<file path="src/rtl/norm_lzc_pipe.sv">
// Two-stage mantissa normaliser: leading-zero count in stage 1, shift and exponent adjust in stage 2.
// Optional exponent-underflow clamping and the oUnf flag are enabled by defining NORM_LZC_UNDERFLOW_EN.
module norm_lzc_pipe #(
  parameter int WIDTH = 24,
  parameter int EXP_W = 8,
  localparam int CNT_W = $clog2(WIDTH + 1)
) (
  input  logic             iClk,
  input  logic             iRst,
  input  logic             iValid,
  output logic             oReady,
  input  logic [WIDTH-1:0] iMant,
  input  logic [EXP_W-1:0] iExp,
  output logic             oValid,
  input  logic             iReady,
  output logic [WIDTH-1:0] oMant,
  output logic [EXP_W-1:0] oExp,
  output logic [CNT_W-1:0] oLzc,
  output logic             oZero
`ifdef NORM_LZC_UNDERFLOW_EN
  ,
  output logic             oUnf
`endif
);

  logic             s1_valid;
  logic [WIDTH-1:0] s1_mant;
  logic [EXP_W-1:0] s1_exp;
  logic [CNT_W-1:0] s1_lzc;
  logic             s2_valid;
  logic             adv1;
  logic             adv2;

  assign adv2   = !s2_valid || iReady;
  assign adv1   = !s1_valid || adv2;
  assign oReady = adv1;
  assign oValid = s2_valid;

  // Priority encode from the MSB; all-zero input leaves the count at WIDTH.
  logic [CNT_W-1:0] lzc;
  logic             found;
  always_comb begin
    lzc   = CNT_W'(WIDTH);
    found = 1'b0;
    for (int unsigned i = 0; i < WIDTH; i++) begin
      if (!found && iMant[WIDTH-1-i]) begin
        lzc   = CNT_W'(i);
        found = 1'b1;
      end
    end
  end

  // Exponent and count are widened to a common width so the compare and subtract are exact.
  logic [EXP_W+CNT_W-1:0] exp_ext;
  logic [EXP_W+CNT_W-1:0] cnt_ext;
  logic [EXP_W+CNT_W-1:0] diff;
  logic                   zero;
  logic [WIDTH-1:0]       n_mant;
  logic [EXP_W-1:0]       n_exp;
  logic                   n_unf;

  always_comb begin
    exp_ext = {{CNT_W{1'b0}}, s1_exp};
    cnt_ext = {{EXP_W{1'b0}}, s1_lzc};
    diff    = exp_ext - cnt_ext;
    zero    = (s1_lzc == CNT_W'(WIDTH));
    n_mant  = s1_mant << s1_lzc;
    n_exp   = diff[EXP_W-1:0];
    n_unf   = 1'b0;
`ifdef NORM_LZC_UNDERFLOW_EN
    if (!zero && (exp_ext < cnt_ext)) begin
      n_unf  = 1'b1;
      n_exp  = '0;
      n_mant = s1_mant << s1_exp;
    end
`endif
    if (zero) begin
      n_mant = '0;
      n_exp  = '0;
    end
  end

  logic unf_q;

  always_ff @(posedge iClk or posedge iRst) begin
    if (iRst) begin
      s1_valid <= 1'b0;
      s1_mant  <= '0;
      s1_exp   <= '0;
      s1_lzc   <= '0;
      s2_valid <= 1'b0;
      oMant    <= '0;
      oExp     <= '0;
      oLzc     <= '0;
      oZero    <= 1'b0;
      unf_q    <= 1'b0;
    end else begin
      if (adv1) begin
        s1_valid <= iValid;
        if (iValid) begin
          s1_mant <= iMant;
          s1_exp  <= iExp;
          s1_lzc  <= lzc;
        end
      end
      if (adv2) begin
        s2_valid <= s1_valid;
        if (s1_valid) begin
          oMant <= n_mant;
          oExp  <= n_exp;
          oLzc  <= s1_lzc;
          oZero <= zero;
          unf_q <= n_unf;
        end
      end
    end
  end

`ifdef NORM_LZC_UNDERFLOW_EN
  assign oUnf = unf_q;
`else
  logic unused_unf;
  assign unused_unf = unf_q;
`endif

endmodule

</file>
<file path="config.mk">
export PLATFORM = sky130hd
export DESIGN_NAME = norm_lzc_pipe
export DESIGN_NICKNAME = d
export VERILOG_FILES = /design/src/rtl/norm_lzc_pipe.sv
export SDC_FILE = /design/constraint.sdc
export NUM_CORES = 1
export LEC_CHECK = 0
export BUFFER_PORTS_ARGS = -buffer_cell sky130_fd_sc_hd__buf_4
export CAP_MARGIN = 5
export CORE_MARGIN = 2
export CORE_UTILIZATION = 57
export CTS_BUF_LIST = sky130_fd_sc_hd__clkbuf_16
export DETAILED_ROUTE_END_ITERATION = 16
export PLACE_DENSITY = 0.81
export SLEW_MARGIN = 20
export SYNTH_ARGS = -nofsm -noshare
export SYNTH_HDL_FRONTEND = slang
export SYNTH_SLANG_ARGS = --single-unit
</file>
<file path="constraint.sdc">
create_clock -name iClk -period 3.2 [get_ports iClk]
set_input_delay 0.64 -clock iClk [delete_from_list [all_inputs] [get_ports iClk]]
set_output_delay 0.64 -clock iClk [all_outputs]
set_load 0.05 [all_outputs]
</file>
# After elaboration in Yosys (flattened, before gate mapping)
# Index checks and enable logic that the tools add are counted.
[totals] regBits=77
[op_classes] n_eq_ne=1 add_sub_neg=1 mux=49 n_reduce_logical=52 n_shift=1
[ops] op="$mux 5" n=24
[ops] op="$logic_not 1->1" n=25
[ops] op="$mux 24" n=1
[ops] op="$shl 24x5->24" n=1
[ops] op="$logic_and 1x1->1" n=23
[ops] op="$mux 1" n=23
[ops] op="$mux 8" n=1
[ops] op="$sub 8x5->8" n=1
[ops] op="$eq 5x5->1 const B" n=1
[ops] op="$reduce_and 2->1" n=2
[ops] op="$logic_or 1x1->1" n=2

# Depth between registers and ports, before layout
# Gate-level depths: netlist (run 1).
[logic_depth] depth_word=70 depth_mapped=10 mapped_depth_nobuf=8

# Worst setup path before layout (run 1)
# OpenSTA, ideal clock, no wires.
[synth_timing] kind="input port to flip-flop" from="input iReady" to="register s1_exp[2]" setup_ps=125 arrival_time_ps=2225 required_ps=3075 path_buffers=2 path_slack_ps=850 cell_stages=5 cell_sequence="nand3b_1 -> and2_1 -> clkbuf_1 -> clkbuf_1 -> mux2_2"
[synth_between] elab_chain_cells=3
[synth_lines] item="start, declared" line_no="15" rtl="input logic iReady,"
[synth_lines] item="$logic_or 1x1->1" line_no="34" rtl="assign adv2 = !s2_valid || iReady;"
[synth_lines] item="$logic_or 1x1->1" line_no="35" rtl="assign adv1 = !s1_valid || adv2;"
[synth_lines] item="$reduce_and 2->1 (no source line)"
[synth_lines] item="end signal, assigned" line_no="102" rtl="s1_exp <= iExp;"
[synth_lines] item="end, declared" line_no="28" rtl="logic [EXP_W-1:0] s1_exp;"
# No other way between the ends.
# A chain may end at the register's enable or synchronous reset.

# Worst setup path in the final report (run 1)
[layout_timing] from="register s1_lzc[2]" to="register oMant[20]"
[layout_between] elab_chain_cells=2 word_cells_on_any_way=3 classes_between="eq/ne: 1; shift: 1; mux: 1"
[layout_lines] item="start, declared" line_no="29" rtl="logic [CNT_W-1:0] s1_lzc;"
[layout_lines] item="start signal, assigned" line_no="103" rtl="s1_lzc <= lzc;"
[layout_lines] item="$shl 24x5->24 or $eq 5x5->1 (tied branches)" line_no="67, 66"
[layout_lines] item="$mux 24 *" line_no="77" rtl="if (zero) begin"
[layout_lines] item="end signal, assigned" line_no="109" rtl="oMant <= n_mant;"
[layout_lines] item="end, declared" line_no="16" rtl="output logic [WIDTH-1:0] oMant,"
# Mark *: on every way between the ends. The rest lies on a longest branch, timed or not.

==> results.py, run 1 <==
metrics = {
    "clock_tree": {
        "clock-sinks": 77,
        "ctsResizeCount": 0,
        "post_cts_buffers": 0,
        "clk_pin_slew_ns": 0.06,
        "cts_tree": "done",
        "root_buffer": "clkbuf_16",
        "insertion_delay_ns": 0.34,
        "h-tree-depth": 3,
        "cts_buffers": 9,
        "holdBufCountCts": 0,
        "cts_buffer_depth": 2,
    },
    "synth": {
        "syn-cell-area_um2": 4590,
        "synth-edff-count": 0,
        "synth.distinct_cells": 67,
        "yosysWarnings": 0,
        "synthFlopType": "dfrtp_1",
        "ys_seq_area_frac": 0.420,
        "synth-seq-cells": 77,
        "syn_nets": 469,
        "async_flop_share": 1.00,
        "avgSynthCellArea_um2": 10.7,
        "synth_cells": 427,
    },
    "layout": {
        "final_cell_mix": "83 x buf_4, 77 x dfrtp_1, 65 x nand2_1, 36 x o21ai_0, 34 x mux2_2",
        "ff_latch_area_um2": 1930,
        "antennaDiodeCount": 0,
        "nFillCells": 581,
        "area_growth_pct": 21.1,
        "multi_input_area_um2": 2470,
        "nets": 540,
        "final_common_cell": "buf_4",
        "drive_above_1_share": 0.332,
        "fin_cells": 605,
    },
    "critical_path": {
        "startpoint": "s1_lzc[2]",
        "cp_max_fo": 21,
        "crit_end": "oMant[20]",
        "reg2reg_slack_ns": 0.83,
        "required_ns": 3.42,
        "critPathKind": "register to register",
        "endpoint_kind": "register",
        "r2r_end": "oMant[20]",
        "crit_path_start_kind": "register",
        "r2r_start": "s1_lzc[2]",
        "reg2regPathDepth": 6,
        "cp.arrival_ns": 2.59,
    },
    "placement": {
        "routabilityCongestion": 0.923,
        "port_buffers": 75,
        "dp_cells": 589,
        "hpwl_um": 8290,
        "dp_slack_ns": 0.864,
    },
    "sta": {
        "period_share": 0.741,
        "hold_viol": 0,
        "rsz0062_at_grt": "no",
        "drv_slew": 0,
        "setup_viol": 0,
        "finClkSkew_ns": 0.00438,
        "worst_pin_slew_ns": 0.738,
        "fmax_ghz": 0.422,
        "post-route-min-period_ns": 2.37,
        "final.setup.tns_ns": 0,
        "slew_headroom": 0.507,
        "fin_ws_ns": 0.828,
    },
    "floorplanning": {
        "rows": 32,
        "dieArea_um2": 8780,
        "die_h_um": 93.7,
        "ios": 76,
        "die_width_um": 93.7,
        "core-area_um2": 7770,
        "initial_utilization": 0.591,
    },
    "route": {
        "drc_errors": 0,
        "drtIter0Drc": 260,
        "avgViaCountPerCell": 6.22,
        "via_count": 3766,
        "ant_nets": 0,
        "wl_per_cell_um": 18.8,
        "dr.pass1.iters": 6,
        "routed_wl_um": 11400,
    },
    "power": {
        "p_leak_nw": 2.44,
        "powerDensity_nw_per_um2": 721,
        "ir_drop_mv": 0.344,
    },
    "global_routing": {
        "grt_overflow": 0,
        "grt_pass1_wl_um": 18900,
        "antenna_found_initial": 0,
        "grt_pass1_vias": 3704,
        "grt_usage": 0.279,
        "grt_max_degree": 45,
    },
    "outcome": {
        "status": "finished, final reports clean",
    },
    "worst_hold_path": {
        "hold_path_class": "input pin to asynchronous set/reset pin",
    },
    "job": {
        "maxCapViolations": 0,
    },
}
==> registers in the layout, indices dropped and copies added, names as in the netlist <==
name,cells
s1_lzc,5
oValid,1
oMant,24
s1_mant,24
s1_valid,1
oExp,8
oLzc,5
s1_exp,8
oZero,1
==> final cells by class <==
class                           instances  share of cell area
Clock buffer                            9              0.0405
Sequential cell                        77               0.347
Inverter                               12             0.00810
Multi-Input combinational cell        314               0.444
Tap cell                              102              0.0230
Clock inverter                          7              0.0218
Timing Repair Buffer                   84               0.116
==> power by group <==
part / switching [mW] / internal [mW] / leakage [nW]
clock network: 0.403 / 0.767 / 0.170
registers: 0.174 / 1.17 / 0.934
logic: 0.933 / 0.564 / 1.33
==> kinds of logic (layout without fill, tap and decap cells) <==
family,Yosys count,in the layout,share of synthesized area
AOI/OAI and AO/OA,100,100,0.142
xor gates and xnor gates,5,5,0.00954
adders and majority gates,6,6,0.0180
buffers and inverters,36,112,0.0420
DFF,77,77,0.420
muxes,75,75,0.235
and+or+nand+nor,128,128,0.134
==> cell usage after synthesis (3+ instances only) <==
cell type | instances | area share
buf_6 | 4 | 0.0098
o31ai_1 | 5 | 0.0082
a22o_1 | 4 | 0.0076
mux2_4 | 3 | 0.0098
clkbuf_1 | 12 | 0.0098
nand2_1 | 65 | 0.053
o22ai_1 | 3 | 0.0041
o21bai_1 | 4 | 0.0065
dfrtp_1 | 77 | 0.42
nor2_1 | 25 | 0.020
nor2b_1 | 5 | 0.0068
mux2_2 | 34 | 0.083
a2111oi_0 | 3 | 0.0057
ha_1 | 5 | 0.014
o22a_1 | 3 | 0.0057
a21oi_1 | 13 | 0.014
mux2i_1 | 16 | 0.035
buf_2 | 6 | 0.0065
nor3_1 | 3 | 0.0033
nor4_1 | 4 | 0.0055
xnor2_1 | 4 | 0.0076
o21ai_1 | 4 | 0.0044
a211oi_1 | 3 | 0.0049
nand3_1 | 4 | 0.0044
nand2b_1 | 5 | 0.0068
inv_1 | 10 | 0.0082
mux4_2 | 19 | 0.093
o21ai_0 | 36 | 0.039
a211o_1 | 3 | 0.0057
==> per-layer routing <==
| layer | up-vias | global-route usage | part of all wire |
|---|---|---|---|
| li1 | 1726 | - | - |
| met1 | 1845 | 0.389 | 0.42 |
| met2 | 176 | 0.453 | 0.50 |
| met3 | 19 | 0.0554 | 0.066 |
| met4 | 0 | 0.0737 | 0.014 |
| met5 | - | 0 | 0 |
==> how the worst min path moves through the flow <==
stage	start	endpoint	cells past startpoint
floorplan	s1_valid	oValid	1
global placement	oMant[0]	oMant[0]	2
detailed placement	oMant[8]	oMant[8]	2
CTS	iRst	oExp[3]	2
global route	iRst	oExp[3]	2
finish	iRst	oExp[3]	2
==> critical path, cell delays in order, from the launching register on <==
cell,delay (ns)
dfrtp_1,0.61
buf_4,0.36
mux2_2,0.39
mux4_2,0.47
mux2i_1,0.15
o221ai_1,0.13
o21a_1,0.14
==> stage by stage <==
| stage | hold WS [ns] | power, mW | cell area [um^2] | util |
|---|---|---|---|---|
| 3_5_place_dp | 0.472 | 2.84 | 5210 | 0.671 |
| 3_3_place_gp | 0.466 | 2.79 | 5210 | 0.671 |
| 4_1_cts | 0.455 | 4.02 | 5560 | 0.716 |
| 6_report | 0.432 | 4.01 | 5560 | 0.716 |
| 5_1_grt | 0.506 | 4.19 | 5560 | 0.716 |
| 2_1_floorplan | 0.471 | 2.38 | 4590 | - |
Note: power is estimated with default switching activity, not from simulation.
==> run 2, diff against run 1 <==
--- a/config.mk
+++ b/config.mk
@@ -5,13 +5,14 @@
 export SDC_FILE = /design/constraint.sdc
 export NUM_CORES = 1
 export LEC_CHECK = 0
+export ABC_AREA = 1
 export BUFFER_PORTS_ARGS = -buffer_cell sky130_fd_sc_hd__buf_4
 export CAP_MARGIN = 5
 export CORE_MARGIN = 2
-export CORE_UTILIZATION = 57
+export CORE_UTILIZATION = 56
 export CTS_BUF_LIST = sky130_fd_sc_hd__clkbuf_16
 export DETAILED_ROUTE_END_ITERATION = 16
-export PLACE_DENSITY = 0.81
+export PLACE_DENSITY = 0.8
 export SLEW_MARGIN = 20
 export SYNTH_ARGS = -nofsm -noshare
 export SYNTH_HDL_FRONTEND = slang
==> constraint.sdc (replaced) <==
create_clock -name iClk -period 2.3 [get_ports iClk]
set_input_delay 0.46 -clock iClk [delete_from_list [all_inputs] [get_ports iClk]]
set_output_delay 0.46 -clock iClk [all_outputs]
set_load 0.05 [all_outputs]
==> run 2 against run 1 <==
  * Core utilization is 0.30 points lower
  * Synthesized cell count up 39%
  * Sequential cell count unchanged
  * Clock skew is 0.0035 ns higher
  * Non-clock buffer count grew 10
  * Power grew 53%
  * Maximum frequency up 12%
  * Via count up 12%
  * Global-route usage fell by 0.31 points
  * Sequential share of layout area grew 0.69 points
  * Critical endpoint is now oExp[7]
  * Largest power group unchanged
==> results.py, run 2 <==
metrics = {
    "synth": {
        "synth_compound_area_frac": 0.188,
        "yosysWarnings": 0,
        "yosys-top-cells-area": "dfrtp_1 44%, nand2_1 17%, o21ai_0 11%",
        "synth-edff-count": 0,
        "synth_cells": 593,
        "synth_fa_ha_area_frac": 0.0189,
        "synthMuxAreaShare": 0.00229,
        "syn-cell-area_um2": 4360,
        "synth_top_family_by_area": "simple AND/OR/NAND/NOR gates",
        "post_synth_xor_area_fraction": 0.00401,
        "ys_seq_area_frac": 0.442,
        "async_flop_share": 1.00,
        "synthFlopType": "dfrtp_1",
        "synth_commonest_cells": "200 x nand2_1, 94 x o21ai_0, 77 x dfrtp_1, 46 x inv_1, 35 x nor2_1",
        "synth_top_area_share": 0.442,
        "synth.distinct_cells": 40,
        "synthSimpleGateAreaFrac": 0.274,
        "yosys.area.top_type": "dfrtp_1",
        "synth-seq-cells": 77,
        "syn_nets": 635,
        "synth_most_common_cell": "nand2_1",
        "avgSynthCellArea_um2": 7.36,
    },
    "placement": {
        "dp_slack_ns": 0.00894,
        "dp_cells": 757,
        "port_buffers": 75,
        "place_area_um2": 5100,
        "routabilityCongestion": 0.959,
        "hpwl_um": 8240,
    },
    "route": {
        "drc_errors": 0,
        "wl_per_cell_um": 14.2,
        "via_count": 4217,
        "routed_wl_um": 10900,
        "drtIter0Drc": 252,
        "dr.pass1.iters": 5,
        "avgViaCountPerCell": 5.46,
        "ant_nets": 0,
    },
    "clock_tree": {
        "clk_pin_slew_ns": 0.06,
        "h-tree-depth": 3,
        "insertion_delay_ns": 0.33,
        "clock-sinks": 77,
        "ctsResizeCount": 0,
        "cts_tree": "done",
        "cts_buffer_depth": 2,
        "cts_buffers": 9,
        "post_cts_buffers": 0,
        "root_buffer": "clkbuf_16",
        "holdBufCountCts": 0,
    },
    "worst_hold_path": {
        "hold_path_class": "input pin to asynchronous set/reset pin",
    },
    "critical_path": {
        "cpPeakStageDelay_ns": 0.37,
        "path_delay_family": "compound AO/OA/AOI/OAI gates",
        "crit_path_start_kind": "register",
        "cp_common_cell": "nor2_1",
        "crit_buf_inv": 2,
        "critPathKind": "register to register",
        "cp_cell_sequence": "clkinv_2, ha_1, nand2_1, nor2_1, a211oi_1, nor2_1, o21ai_1, inv_1, nor4_2, xor2_1, o31ai_1",
        "cp_max_fo": 4,
        "cp_slowest_cell": "dfrtp_1",
        "required_ns": 2.50,
        "cp.arrival_ns": 2.31,
        "endpoint_kind": "register",
    },
    "layout": {
        "multi_input_area_um2": 2130,
        "ff_latch_area_um2": 1930,
        "area_growth_pct": 24.9,
        "drive_above_1_share": 0.187,
        "final_common_cell": "nand2_1",
        "antennaDiodeCount": 0,
        "top_regs": "oMant x24, s1_mant x24",
        "fin_cells": 772,
        "fin_area_um2": 5450,
        "nFillCells": 622,
        "final_cell_mix": "200 x nand2_1, 93 x o21ai_0, 93 x buf_4, 77 x dfrtp_1, 46 x inv_1",
        "finish.utilization": 0.713,
        "nets": 708,
    },
    "global_routing": {
        "grt_overflow": 0,
        "grt_pass1_vias": 4033,
        "busiest_layer": "met2",
        "antenna_found_initial": 0,
        "gr-usage-met1": 0.370,
        "use_met3": 0.0534,
        "met2_usage": 0.453,
        "grt_max_degree": 78,
        "grt_usage": 0.276,
        "grt_pass1_wl_um": 18800,
    },
    "power": {
        "powerDensity_nw_per_um2": 1130,
        "p_leak_nw": 2.77,
        "ir_drop_mv": 0.516,
        "fin_total_pwr_mw": 6.14,
    },
    "sta": {
        "fin_ws_ns": 0.185,
        "setup_viol": 0,
        "slew_headroom": 0.503,
        "worst_pin_slew_ns": 0.743,
        "fmax_ghz": 0.473,
        "period_share": 0.920,
        "post-route-min-period_ns": 2.12,
        "hold_viol": 0,
        "rsz0062_at_grt": "no",
        "drv_slew": 0,
        "finClkSkew_ns": 0.00788,
    },
    "floorplanning": {
        "initial_utilization": 0.571,
        "rows": 32,
        "core-area_um2": 7650,
        "ios": 76,
        "die_width_um": 92.3,
        "die_h_um": 92.3,
        "dieArea_um2": 8520,
    },
    "job": {
        "maxCapViolations": 0,
    },
    "outcome": {
        "status": "finished, final reports clean",
    },
}
## run 2: changes by cell type after synthesis, moves of 15 or more
cell,change
o21ai_0,+58
mux4_2,-19
mux2i_1,-15
mux2_2,-34
nand2_1,+135
inv_1,+36
## run 2: where the power goes
group	total (mW)	switching (mW)	internal, mW
combinational	2.54	1.76	0.775
sequential	1.92	0.223	1.70
clock	1.68	0.527	1.16
## run 2: logic make-up (layout without fill, tap and decap cells)
family,count (synthesis),after routing
AOI/OAI and AO/OA,143,143
and+or+nand+nor,282,282
muxes,1,1
adders and majority gates,6,6
DFF,77,77
xor gates and xnor gates,2,2
buffers and inverters,82,159
## run 2: per-layer routing
| metal | vias up | routed length, um |
|---|---|---|
| li1 | 2115 | - |
| met1 | 1950 | 4910 |
| met2 | 134 | 5230 |
| met3 | 18 | 633 |
| met4 | 0 | 165 |
| met5 | - | 0 |
## run 2: final cells by class
class,instances,area share
Timing Repair Buffer,94,0.132
Clock inverter,6,0.0234
Inverter,50,0.0354
Tap cell,102,0.0234
Clock buffer,9,0.0413
Multi-Input combinational cell,434,0.391
Sequential cell,77,0.354
## run 2: worst min-delay path, cell delays in order
cell and delay [ns]:
buf_4 0.12, clkinvlp_4 0.07, buf_12 0.33
## run 2: path summary, 6_finish.rpt
path | from | endpoint | slack [ns] | cells past startpoint
worst max-delay path | s1_lzc[2] | oExp[7] | 0.18 | 11
worst min-delay path | iRst | oMant[22] | 0.23 | 3
worst min register to register | oMant[5] | oMant[5] | 0.48 | 2
min in group iClk | iExp[3] | s1_exp[3] | 0.32 | 3
worst max register to register | s1_lzc[2] | oExp[7] | 0.18 | 11
max in group asynchronous | iRst | s1_mant[5] | 1.73 | 3
## run 2: stage by stage
step / TNS [ns] / hold WS (ns)
floorplan: -0.0837 / 0.444
CTS: 0 / 0.258
finish: 0 / 0.228
detailed placement: 0 / 0.467
global placement: 0 / 0.468
global route: 0 / 0.267
==> run 3, diff against run 2 <==
--- a/config.mk
+++ b/config.mk
@@ -5,14 +5,13 @@
 export SDC_FILE = /design/constraint.sdc
 export NUM_CORES = 1
 export LEC_CHECK = 0
-export ABC_AREA = 1
 export BUFFER_PORTS_ARGS = -buffer_cell sky130_fd_sc_hd__buf_4
 export CAP_MARGIN = 5
 export CORE_MARGIN = 2
-export CORE_UTILIZATION = 56
+export CORE_UTILIZATION = 57
 export CTS_BUF_LIST = sky130_fd_sc_hd__clkbuf_16
 export DETAILED_ROUTE_END_ITERATION = 16
-export PLACE_DENSITY = 0.8
+export PLACE_DENSITY = 0.81
 export SLEW_MARGIN = 20
 export SYNTH_ARGS = -nofsm -noshare
 export SYNTH_HDL_FRONTEND = slang
==> run 3 against run 2 <==
  * Via count is 9.5% lower
  * Sequential power is 3% lower
  * Non-clock buffer count decreased by 2
  * Die area up 3.1%
  * Worst setup slack got worse by 0.045 ns
  * Global-route usage decreased by 0.13 points
  * Combinational power decreased by 17%
  * Routed wire length is 5.3% higher
  * Critical path type unchanged
  * Largest cell class unchanged
==> results.py, run 3 (same netlist as run 1, synthesis figures left out) <==
metrics = {
    "outcome": {
        "status": "finished, final reports clean",
    },
    "route": {
        "routed_wl_um": 11500,
        "avgViaCountPerCell": 6.23,
        "wl_per_cell_um": 18.8,
        "via_count": 3817,
        "ant_nets": 0,
        "dr.pass1.iters": 5,
        "drc_errors": 0,
        "drtIter0Drc": 363,
    },
    "global_routing": {
        "grt_pass1_wl_um": 18800,
        "antenna_found_initial": 0,
        "grt_pass1_vias": 3679,
        "grt_overflow": 0,
        "grt_usage": 0.275,
        "grt_max_degree": 78,
    },
    "critical_path": {
        "crit_path_start_kind": "register",
        "cp.arrival_ns": 2.43,
        "reg2regPathDepth": 8,
        "r2r_end": "oExp[6]",
        "cp_max_fo": 31,
        "endpoint_kind": "register",
        "r2r_start": "s1_lzc[2]",
        "required_ns": 2.57,
        "critPathKind": "register to register",
        "startpoint": "s1_lzc[2]",
        "reg2reg_slack_ns": 0.14,
        "crit_end": "oExp[6]",
    },
    "floorplanning": {
        "core-area_um2": 7770,
        "initial_utilization": 0.591,
        "rows": 32,
        "die_h_um": 93.7,
        "die_width_um": 93.7,
        "ios": 76,
        "dieArea_um2": 8780,
    },
    "power": {
        "p_comb_frac": 0.386,
        "ir_drop_mv": 0.419,
        "p_sw_frac": 0.384,
        "p_leak_nw": 2.46,
        "p_switching_mw": 2.10,
        "internal-power_mw": 3.37,
        "pwr-share-seq": 0.340,
        "clockPowerShare": 0.274,
        "powerDensity_nw_per_um2": 977,
    },
    "worst_hold_path": {
        "hold_path_class": "input pin to asynchronous set/reset pin",
    },
    "clock_tree": {
        "clk_pin_slew_ns": 0.06,
        "ctsResizeCount": 0,
        "holdBufCountCts": 0,
        "root_buffer": "clkbuf_16",
        "cts_tree": "done",
        "post_cts_buffers": 0,
        "h-tree-depth": 3,
        "cts_buffers": 9,
        "clock-sinks": 77,
        "cts_buffer_depth": 2,
        "insertion_delay_ns": 0.33,
    },
    "sta": {
        "finClkSkew_ns": 0.00720,
        "final.setup.tns_ns": 0,
        "period_share": 0.939,
        "hold_viol": 0,
        "worst_pin_slew_ns": 0.552,
        "post-route-min-period_ns": 2.16,
        "fmax_ghz": 0.463,
        "slew_headroom": 0.623,
        "setup_viol": 0,
        "rsz0062_at_grt": "no",
        "drv_slew": 0,
    },
    "layout": {
        "antennaDiodeCount": 0,
        "top_regs": "oMant x24, s1_mant x24",
        "ff_latch_area_um2": 1930,
        "drive_above_1_share": 0.341,
        "nets": 548,
        "finish.utilization": 0.722,
        "final_common_cell": "buf_4",
        "final_cell_mix": "90 x buf_4, 76 x dfrtp_1, 65 x nand2_1, 36 x o21ai_0, 34 x mux2_2",
        "area_growth_pct": 22.2,
        "multi_input_area_um2": 2470,
        "nFillCells": 589,
    },
    "placement": {
        "port_buffers": 75,
        "routabilityCongestion": 0.941,
        "hpwl_um": 8330,
    },
    "job": {
        "maxCapViolations": 0,
    },
}
-- run 3: cell types whose count changed in the layout (fill, tap and decap cells not counted), moves of 14 or more --
cell     change
inv_1       -35
mux2_2      +34
mux2i_1     +15
mux4_2      +19
nand2_1    -135
nand3_1     -14
o21ai_0     -57
-- run 3: area by class of cell --
class | count | area share
Clock inverter | 7 | 0.0163
Clock buffer | 9 | 0.0402
Tap cell | 102 | 0.0228
Sequential cell | 77 | 0.344
Inverter | 12 | 0.00871
Timing Repair Buffer | 92 | 0.128
Multi-Input combinational cell | 314 | 0.440
-- run 3: how the worst min path moves through the flow --
stage / end / slack [ns] / startpoint / cells after the start
final: s1_valid / 0.23 / iRst / 3
after detailed placement: oMant[15] / 0.47 / oMant[15] / 2
after floorplan: oValid / 0.47 / s1_valid / 1
after CTS: s1_mant[23] / 0.26 / iRst / 3
after global placement: oLzc[4] / 0.46 / oLzc[4] / 2
after global routing: s1_mant[20] / 0.27 / iRst / 3
-- run 3: per-stage QoR --
stage	setup slack [ns]	cell area, um^2	instances	power [mW]	hold slack [ns]
4_1_cts	0.138	5610	613	5.48	0.256
2_1_floorplan	0.0351	4590	427	3.32	0.471
3_5_place_dp	0.179	5290	597	3.97	0.475
3_3_place_gp	0.239	5290	597	3.92	0.464
6_report	0.140	5610	613	5.48	0.228
5_1_grt	0.0322	5610	613	5.71	0.270
-- run 3: power by group through the flow --
stage / sequential [mW] / combinational, mW / clock (mW)
detailed placement: 1.87 / 2.10 / 0
global placement: 1.86 / 2.06 / 0
finish: 1.86 / 2.12 / 1.50
global route: 1.89 / 2.24 / 1.58
floorplan: 2.46 / 0.863 / 0
CTS: 1.86 / 2.11 / 1.51
-- run 3: metal layers --
| metal | global-route usage | routed length (um) | up-vias |
|---|---|---|---|
| met5 | 0 | 0 | - |
| met2 | 0.432 | 5480 | 186 |
| met1 | 0.378 | 4960 | 1855 |
| met4 | 0.0966 | 325 | 0 |
| li1 | - | - | 1741 |
| met3 | 0.0626 | 754 | 35 |
-- run 3: worst max-delay path: stages (launching register included) --
cell and delay (ns):
dfrtp_1 0.39, buf_12 0.22, inv_2 0.13, ha_1 0.35
nor2b_1 0.15, o21ai_0 0.15, nand2b_1 0.12, a2111oi_0 0.41
a221o_1 0.17
